===== config.mk =====
export PLATFORM = sky130hd
export DESIGN_NAME = serial_addsub_nand
export DESIGN_NICKNAME = d
export VERILOG_FILES = /design/src/rtl/serial_addsub_nand.sv
export SDC_FILE = /design/constraint.sdc
export NUM_CORES = 1
export LEC_CHECK = 0
export BUFFER_PORTS_ARGS = -buffer_cell sky130_fd_sc_hd__buf_2
export CAP_MARGIN = 10
export CORE_MARGIN = 5
export CORE_UTILIZATION = 25
export CTS_BUF_LIST = sky130_fd_sc_hd__clkbuf_8
export DETAILED_ROUTE_END_ITERATION = 16
export GPL_TIMING_DRIVEN = 0
export HOLD_SLACK_MARGIN = 0.02
export SYNTH_ARGS = -nofsm -noshare
export SYNTH_HDL_FRONTEND = slang
export SYNTH_SLANG_ARGS = --single-unit

===== constraint.sdc =====
create_clock -name clk -period 2.01 [get_ports clk]
set_clock_uncertainty 0.05 [all_clocks]
set_input_delay 0.3015 -clock clk [delete_from_list [all_inputs] [get_ports clk]]
set_output_delay 0.3015 -clock clk [all_outputs]
set_load 0.01 [all_outputs]

===== src/rtl/serial_addsub_nand.sv =====
// Bit-serial WIDTH-bit adder/subtractor: one NAND full-add cell, carry/borrow held in a flop, LSB first.
// Optional signed-overflow output enabled by defining SERIAL_ADDSUB_OVF_EN.
module serial_addsub_nand #(
    parameter int WIDTH = 8
) (
    input  logic             clk,
    input  logic             rst,
    input  logic             start,
    input  logic             mode,
    input  logic [WIDTH-1:0] a,
    input  logic [WIDTH-1:0] b,
    output logic             busy,
    output logic             done,
    output logic [WIDTH-1:0] result,
    output logic             cout_bout
`ifdef SERIAL_ADDSUB_OVF_EN
    ,
    output logic             ovf
`endif
);
    localparam int CW = $clog2(WIDTH);
    localparam logic [CW-1:0] LAST = CW'(WIDTH - 1);
    localparam int MSB = WIDTH - 1;

    typedef enum logic [1:0] {S_IDLE, S_RUN, S_DONE} state_t;

    state_t           state_q;
    logic [WIDTH-1:0] a_q, b_q, result_q;
    logic [WIDTH-2:0] sh_q;
    logic [CW-1:0]    cnt_q;
    logic             mode_q, c_q, busy_q, done_q, cout_q;

    logic ai, bi, ax;
    logic n1, n2, n3, x, n5, n6, n7, s;
    logic bit_d, carry_d;
    logic [WIDTH-1:0] word_d;

    function automatic logic nand2(input logic p, input logic q);
        return ~(p & q);
    endfunction

    // Subtraction reuses the adder cell: borrow-out equals the carry of (~a) + b + borrow-in,
    // and the difference bit is the complement of that cell's sum.
    always_comb begin
        ai      = a_q[cnt_q];
        bi      = b_q[cnt_q];
        ax      = mode_q ? ai : ~ai;
        n1      = nand2(ax, bi);
        n2      = nand2(ax, n1);
        n3      = nand2(bi, n1);
        x       = nand2(n2, n3);
        n5      = nand2(x, c_q);
        n6      = nand2(x, n5);
        n7      = nand2(c_q, n5);
        s       = nand2(n6, n7);
        carry_d = nand2(n1, n5);
        bit_d   = mode_q ? s : ~s;
        word_d  = {bit_d, sh_q};
    end

`ifdef SERIAL_ADDSUB_OVF_EN
    logic ovf_q, ovf_d;
    always_comb begin
        ovf_d = 1'b0;
        if (mode_q)
            ovf_d = (a_q[MSB] == b_q[MSB]) && (word_d[MSB] != a_q[MSB]);
        else
            ovf_d = (a_q[MSB] != b_q[MSB]) && (word_d[MSB] != a_q[MSB]);
    end
    assign ovf = ovf_q;
`endif

    always_ff @(posedge clk or posedge rst) begin
        if (rst) begin
            state_q  <= S_IDLE;
            a_q      <= '0;
            b_q      <= '0;
            sh_q     <= '0;
            cnt_q    <= '0;
            mode_q   <= 1'b0;
            c_q      <= 1'b0;
            busy_q   <= 1'b0;
            done_q   <= 1'b0;
            result_q <= '0;
            cout_q   <= 1'b0;
`ifdef SERIAL_ADDSUB_OVF_EN
            ovf_q    <= 1'b0;
`endif
        end else begin
            case (state_q)
                S_RUN: begin
                    sh_q <= word_d[WIDTH-1:1];
                    c_q  <= carry_d;
                    if (cnt_q == LAST) begin
                        result_q <= word_d;
                        cout_q   <= carry_d;
`ifdef SERIAL_ADDSUB_OVF_EN
                        ovf_q    <= ovf_d;
`endif
                        done_q   <= 1'b1;
                        busy_q   <= 1'b0;
                        state_q  <= S_DONE;
                    end else begin
                        cnt_q <= cnt_q + 1'b1;
                    end
                end
                S_DONE: begin
                    done_q  <= 1'b0;
                    state_q <= S_IDLE;
                end
                default: state_q <= S_IDLE;
            endcase
            // The edge leaving DONE also accepts a new request so back-to-back ops lose no cycle.
            if (start && (state_q != S_RUN)) begin
                a_q     <= a;
                b_q     <= b;
                mode_q  <= mode;
                c_q     <= 1'b0;
                cnt_q   <= '0;
                busy_q  <= 1'b1;
                state_q <= S_RUN;
            end
        end
    end

    assign busy      = busy_q;
    assign done      = done_q;
    assign result    = result_q;
    assign cout_bout = cout_q;

endmodule


**Yosys cells after proc, flatten, opt, wreduce, memory -nomap -nowiden**

Index checks and enable logic that the tools add are counted.

- Bits in registers: 41
- Bits in latches: 0
- Memory bits (writable): 0
- Bits in read-only memories: 0
- Bits of input ports: 20
- Output and inout bits: 11
- Logic and storage cells: 66
- Memories: 0

- $add $sub $neg: 1
- $mul: 0
- Div/mod/pow operators: 0
- Order comparisons: 1
- Equal/unequal tests: 7
- Shifts and indexed selects: 0
- Mux-type cells: 19
- Bitwise gates (word level): 19
- Reductions and logical operators: 8

Operators by type and width:

| kind | count |
|---|---|
| $mux W1 | 10 |
| $not A1 Y1 | 10 |
| $and A1 B1 Y1 | 9 |
| $mux W3 | 3 |
| $reduce_and A2 Y1 | 4 |
| $bmux W1 S3 | 2 |
| $mux W2 | 3 |
| $reduce_bool A2 Y1 | 3 |
| $lt A3 B4 Y1 const B | 1 |
| $ne A2 B1 Y1 const B | 2 |
| $add A3 B1 Y3 const B | 1 |
| $eq A3 B3 Y1 const B | 1 |
| $ne A3 B3 Y1 const B | 1 |
| $eq A2 B1 Y1 const B | 1 |
| $eq A2 B2 Y1 const B | 1 |
| $ne A2 B2 Y1 const B | 1 |
| $pmux W1 S2 | 1 |
| $logic_and A1 B1 Y1 | 1 |

**Longest topological paths before layout**

Gate-level depths: netlist of the first run.

- Word-level depth: 17
- Depth in mapped cells: 7
- Gate-level depth less buffers: 6

**Worst setup path after synthesis of the first run**

No wires, ideal clock.

- Kind: flip-flop to flip-flop
- Start point: reg cnt_q[0]
- End point: reg sh_q[6]
- Data arrival time: 2.007 ns
- Path slack: -0.179 ns
- Cell stages (with the launch flop): 7
- Period minus slack after synthesis: 2.189 ns
- Path through: dfrtp_1 > buf_6 > mux4_1 > mux2_2 > fa_1 > xor2_1 > o21ai_1

- Word-level cells in the longest chain between the ends: 17

RTL lines:

| what | line | RTL |
|---|---|---|
| start, declared | 30 | `logic [CW-1:0] cnt_q;` |
| start signal, assigned | 104 | `cnt_q <= cnt_q + 1'b1;` |
| $bmux W1 S3 | 45 | `ai = a_q[cnt_q];` |
| $mux W1 (implied by the code) | 45 |  |
| $not A1 Y1 | 47 | `ax = mode_q ? ai : ~ai;` |
| $mux W1 | 47 |  |
| $and A1 B1 Y1 | 39 | `return ~(p & q);` |
| $not A1 Y1 | 39 |  |
| $and A1 B1 Y1 | 39 |  |
| $not A1 Y1 | 39 |  |
| $and A1 B1 Y1 * | 39 |  |
| $not A1 Y1 * | 39 |  |
| $and A1 B1 Y1 | 39 |  |
| $not A1 Y1 | 39 |  |
| $and A1 B1 Y1 | 39 |  |
| $not A1 Y1 | 39 |  |
| $and A1 B1 Y1 * | 39 |  |
| $not A1 Y1 | 39 |  |
| $mux W1 * | 57 | `bit_d = mode_q ? s : ~s;` |
| end signal, assigned | 92 | `sh_q <= word_d[WIDTH-1:1];` |
| end, declared | 29 | `logic [WIDTH-2:0] sh_q;` |

Every way passes the cells marked *; elsewhere a longest branch is shown, timed or not. The select of a mux whose other input is x is not followed.
A chain may end at the register's enable or synchronous reset.

**Worst setup path after layout of the first run**

Ends and elaborated chain as after synthesis.

==> results.toml, run 1 <==
[run_status]
run_status = "finished, violations left"
violations = "setup timing"

[setup_path]
max_stage_delay_ns = 0.50
cp_num_buf_inv = 1
r2r_end = "sh_q[6]"
critPathCaptureType = "flip-flop"
critPathTopFamily = "multiplexers"
r2r-start = "cnt_q[0]"
cpMaxStageDelayCell = "mux4_2"
startpoint_type = "flip-flop"
crit_chain = "buf_6 -> mux2i_1 -> mux4_2 -> xor2_1 -> fa_1 -> xor2_1 -> o21ai_1"
reg2reg_depth = 7
cp_common_cell = "xor2_1"
regToRegSetupSlack_ns = -0.28
critPathArrivalTime_ns = 2.40
path_class = "flip-flop to flip-flop"
crit_fanout = 7
required_ns = 2.12

[synth]
synth_mux_area_share_pct = 24.08
synthesis.nets = 149
post_synth_xor_area_fraction_pct = 1.006
synth_top_family_by_area = "multiplexers"
synth_compound_gate_area_share_pct = 2.732
post_synth_fa_ha_maj_area_fraction_pct = 2.588
synthesis.area_sq_um = 1740
ys_types = 24
synth.yosys.seq_area_share_pct = 58.95
yosys_warnings = 0
synthSimpleGateAreaFrac_pct = 7.980
synth_cells = 126
ys_ff_latch = 41
avgSynthCellArea_sq_um = 13.81

[clocking]
clkTransAtPathRegs_ns = 0.08
cts.htree.levels = 2
cts_resized = 0
cts_sinks = 41
cts-root-buf = "clkbuf_8"
numCtsBuffers = 5
insertion_delay_ns = 0.29
cts_tree = "done"
clk_path_buf_depth = 2

[sta]
finalSetupViolations = 3
worst_slack_ns = -0.2816
hold_viol = 0
slew_headroom_pct = 42.34
period_minus_slack_ns = 2.292
finalSetupTns_ns = -0.6913
rsz0062_at_grt = "yes"
clock.fmax_mhz = 436.4
post-route-period-util_pct = 114.0
drv_slew = 0
worst_pin_slew_ns = 0.8637

[worst_hold_path]
min_path_type = "input pin to async pin"

[floorplan]
die_w_um = 93.44
die-area_sq_um = 8730
io_pins = 31
die_y_um = 93.44
rows = 30
core-area_sq_um = 6794
start_util_pct = 25.62

[job]
max_cap_viol_count = 0

[layout]
drive_above_1_share_pct = 29.70
fin_nets = 187
antenna_cells = 0
fin_util_pct = 30.87
areaGrowthSynthToFinish_pct = 20.49

[grt]
antenna_found_initial = 0
grt_pass1_wl_um = 5575
grt_pass1_vias = 1167
grt_max_degree = 42
grt_use_total_pct = 8.214
overflow = 0

[power_and_ir_drop]
powerDensity_nw_per_um2 = 1580
seqPwrFrac_pct = 43.9
comb_power_share_pct = 40.2
power.internal_w = 0.002166
total_power_w = 0.003313
p_clk_share_pct = 15.9
ir_worst_vdd_uv = 475.6
netSwitchingFraction_pct = 34.61
p_sw_w = 0.001147
p_leak_nw = 1.017

[route]
ant_nets = 0
dr.pass1.iters = 4
avgViaCountPerCell = 4.038
first_iter_violations = 37
wire_per_inst_um = 12.09
vias = 1054
drc_errors = 0
routed_wl_um = 3156

[place]
hpwl_um = 2272
gp_congestion = 0.6891
preCtsSetupSlack_ns = -0.2789
io_buffers = 30
flip-flops by register name, summed over array words and instances (netlist names):
signal	cells
a_q	8
b_q	8
busy	1
c_q	1
cnt_q	3
cout_bout	1
done	1
mode_q	1
result	8
sh_q	7
state_q	2
logic make-up after synthesis:
group                    after synthesis
buffers and inverters                  8
flip-flops                            41
multiplexers                          34
AO/OA/AOI/OAI                          8
AND/OR/NAND/NOR                       30
adder cells (fa/ha/maj)                3
XOR/XNOR                               2
power by group through the flow:
stage	logic, W	clock network, W	registers (W)
final	0.00133	0.000526	0.00146
after CTS	0.00136	0.000538	0.00147
after floorplan	0.00100	0	0.00146
after detailed placement	0.00135	0	0.00148
after global placement	0.00132	0	0.00147
after global routing	0.00153	0.000586	0.00151
layout by cell type, fill, tap and decap left out:
master / instances
clkinv_2: 2
nand3b_1: 2
buf_4: 1
nand2_1: 22
mux4_2: 3
buf_6: 2
nand2b_1: 1
ha_1: 2
nor3b_2: 1
buf_2: 31
inv_1: 4
mux2_1: 25
inv_2: 1
a21oi_1: 2
nand2_2: 1
nor2_1: 1
dfrtp_1: 41
mux2_2: 1
a22o_1: 2
clkbuf_8: 5
xor2_1: 2
clkbuf_1: 1
nor2b_1: 2
mux2i_1: 4
mux2_4: 1
o21ai_1: 2
o21ai_0: 2
fa_1: 1
per-stage QoR:
step	instances	cell area [sq um]	hold WS (ns)
2_1_floorplan	126	1737	0.3832
3_3_place_gp	252	2007	0.4100
3_5_place_dp	252	2007	0.4113
4_1_cts	261	2097	0.1615
5_1_grt	261	2097	0.1590
6_report	261	2097	0.1333
how the worst max path moves through the flow:
stage | start | depth (start not counted) | slack [ns] | end
floorplan | cnt_q[0] | 6 | -0.17 | sh_q[6]
global placement | cnt_q[0] | 6 | -0.26 | sh_q[6]
detailed placement | cnt_q[0] | 7 | -0.28 | sh_q[6]
CTS | cnt_q[0] | 7 | -0.29 | sh_q[6]
global route | cnt_q[0] | 7 | -0.41 | sh_q[6]
finish | cnt_q[0] | 7 | -0.28 | sh_q[6]
cells in the mapped netlist, drive strengths merged:
library cell | number | area share, %
mux2i | 4 | 2.3
nand2 | 23 | 5.1
inv | 4 | 0.86
buf | 3 | 1.6
nor3b | 1 | 0.72
nand2b | 1 | 0.36
dfrtp | 41 | 59
fa | 1 | 1.2
a22o | 2 | 1.0
mux4 | 3 | 4.3
mux2 | 27 | 17
a21oi | 2 | 0.58
o21ai | 4 | 1.2
nand3b | 2 | 0.86
nor2 | 1 | 0.22
nor2b | 2 | 0.72
xor2 | 2 | 1.0
clkbuf | 1 | 0.22
ha | 2 | 1.4
per-layer routing:
metal	part of all wire (%)	global-route usage [%]	routed length, um	vias to the layer above
met5	0	0	0	-
met4	1.3	2.564	41	0
met3	5.5	2.977	175	7
met2	43	12.15	1345	30
met1	50	11.14	1593	509
li1	-	-	-	508
repair_timing:
| item | 4_1_cts | 5_1_grt |
|---|---|---|
| buffers inserted | 1 | 0 |
| pin swaps | 1 | 1 |
| hold buffers | 0 | 0 |
| setup endpoints to repair | 3 | 4 |
layout make-up:
type	instances	area (sq um)
flip-flops and latches	41	1026
repair buffers	31	157.7
fillers	701	4697
clock buffers	5	68.82
inverters	4	15.01
multi-input cells	77	664.4
clock inverters	3	13.76
plain buffers	4	31.28
well taps	96	120.1
(Power assumes the default switching activity.)
==> inputs of run 2 (changes only) <==
--- a/config.mk
+++ b/config.mk
@@ -8,11 +8,12 @@
 export BUFFER_PORTS_ARGS = -buffer_cell sky130_fd_sc_hd__buf_2
 export CAP_MARGIN = 10
 export CORE_MARGIN = 5
-export CORE_UTILIZATION = 25
+export CORE_UTILIZATION = 45
 export CTS_BUF_LIST = sky130_fd_sc_hd__clkbuf_8
 export DETAILED_ROUTE_END_ITERATION = 16
 export GPL_TIMING_DRIVEN = 0
 export HOLD_SLACK_MARGIN = 0.02
+export PLACE_DENSITY = 0.69
 export SYNTH_ARGS = -nofsm -noshare
 export SYNTH_HDL_FRONTEND = slang
 export SYNTH_SLANG_ARGS = --single-unit
==> run 2 against run 1 <==
Non-clock buffer count grew 1. The flow still finishes with violations (setup timing). Routed wire length fell by 7.0%. Largest power group unchanged. Die area shrank 40%. Power is 5.9% higher. Count of clock-buffer cells in the layout increased by 1. Sequential share of layout area grew 0.23 points. Sequential cell count stayed put. Highest routed layer unchanged. Maximum frequency rose by 0.72%. Combinational power increased by 4%. Register-to-register slack better by 0.02 ns. Critical path depth decreased by 1. Clock power is 29% higher.
==> results.toml, run 2 (synthesis gave the netlist of run 1 again) <==
[run_status]
run_status = "finished, violations left"
violations = "setup timing"

[sta]
rsz0062_at_grt = "yes"
slew_headroom_pct = 44.27
period_minus_slack_ns = 2.275
hold_viol = 0
drv_slew = 0
worst_pin_slew_ns = 0.8347
clock.fmax_mhz = 439.5
worst_slack_ns = -0.2651
finalSetupViolations = 4
post-route-period-util_pct = 113.2

[floorplan]
rows = 22
die_y_um = 72.19
io_pins = 31
start_util_pct = 46.84
die-area_sq_um = 5211
core-area_sq_um = 3716
die_w_um = 72.19

[layout]
fin_nets = 188
drive_above_1_share_pct = 30.12
final_cell_mix = "41 x dfrtp_1, 30 x buf_2, 25 x mux2_1"
fin_util_pct = 56.16
antenna_cells = 0
final_common_cell = "dfrtp_1"
areaGrowthSynthToFinish_pct = 19.91

[route]
ant_nets = 0
dr.pass1.iters = 4
drc_errors = 0
first_iter_violations = 99
avgViaCountPerCell = 5.033
vias = 1077
routed_wl_um = 2936
wire_per_inst_um = 13.72

[clocking]
insertion_delay_ns = 0.29
cts_sinks = 41
numCtsBuffers = 5
clkTransAtPathRegs_ns = 0.08
cts_tree = "done"
cts.htree.levels = 2
cts-root-buf = "clkbuf_8"
clk_path_buf_depth = 2

[grt]
grt_pass1_vias = 1184
grt_pass1_wl_um = 5257
use_met3_pct = 3.740
grtUsageMet2_pct = 22.35
grt_max_degree = 42
overflow = 0
met1_usage_pct = 15.57
top_usage_layer = "met2"
grt_use_total_pct = 13.18
antenna_found_initial = 0

[setup_path]
critPathArrivalTime_ns = 2.41
cpMaxStageDelayCell = "fa_1"
critPathCaptureType = "flip-flop"
r2r_end = "result[7]"
regToRegSetupSlack_ns = -0.27
r2r-start = "cnt_q[0]"
path_class = "flip-flop to flip-flop"
reg2reg_depth = 6
startpoint_type = "flip-flop"
crit_fanout = 7
crit_chain = "buf_6 -> mux4_2 -> mux2_4 -> fa_1 -> xor2_1 -> o21ai_1"
max_stage_delay_ns = 0.52
required_ns = 2.15

[place]
preCtsSetupSlack_ns = -0.2822
gp_congestion = 0.6979
hpwl_um = 2169
io_buffers = 30

[job]
max_cap_viol_count = 0

[power_and_ir_drop]
powerDensity_nw_per_um2 = 1681
p_leak_nw = 1.039
ir_worst_vdd_uv = 874.2

[worst_hold_path]
min_path_type = "input pin to async pin"
==> run 2: area by class of cell <==
cell class                      instances  area, sq um
Timing Repair Buffer                   32        165.2
Buffer                                  4        33.78
Clock inverter                          2        33.78
Inverter                                4        15.01
Tap cell                               48        60.06
Clock buffer                            6        82.58
Multi-Input combinational cell         77        670.6
Fill cell                             340         1629
Sequential cell                        41         1026
==> run 2: critical path: cells and delay by family, from the launching register on <==
kind | cells | cell delay, ns
mux | 2 | 0.79
fa+ha+maj | 1 | 0.52
flops | 1 | 0.37
xor+xnor | 1 | 0.19
buf+inv | 1 | 0.16
compound gates | 1 | 0.09
==> run 2: repair_timing <==
item,4_1_cts,5_1_grt
setup endpoints to repair,4,4
hold buffers,0,0
gates resized for setup,0,2
pin swaps,1,0
setup buffers,1,1
==> run 2: metal layers <==
metal | up-vias | routed length, um | share of wire [%]
met5 | - | 0 | 0
met4 | 0 | 57 | 1.9
met3 | 7 | 162 | 5.5
met2 | 27 | 1471 | 50
met1 | 536 | 1244 | 42
li1 | 507 | - | -
==> run 2: how the worst max path moves through the flow <==
stage / slack [ns] / startpoint / cells past startpoint / endpoint
2_1_floorplan: -0.17 / cnt_q[0] / 6 / sh_q[6]
3_3_place_gp: -0.26 / cnt_q[0] / 6 / sh_q[6]
3_5_place_dp: -0.28 / cnt_q[0] / 6 / sh_q[6]
4_1_cts: -0.27 / cnt_q[0] / 6 / result[7]
5_1_grt: -0.33 / cnt_q[0] / 6 / sh_q[6]
6_report: -0.27 / cnt_q[0] / 6 / result[7]
==> run 2: where the power goes <==
part	total [W]	internal (W)	switching, W
Combinational	0.00138	0.000741	0.000638
Sequential	0.00145	0.00122	0.000231
Clock	0.000676	0.000400	0.000276
Total	0.00351	0.00236	0.00115
==> run 2: metrics by stage <==
stage	cells	setup TNS (ns)	power (W)	hold WS, ns	instance area [sq um]
after CTS	213	-0.7658	0.003540	0.1483	2071
after global routing	214	-1.024	0.003802	0.1549	2087
after floorplan	126	-0.4052	0.002466	0.3832	1737
after detailed placement	204	-0.7989	0.002851	0.4238	1947
after global placement	204	-0.6986	0.002763	0.4025	1947
final	214	-0.7364	0.003508	0.1215	2087
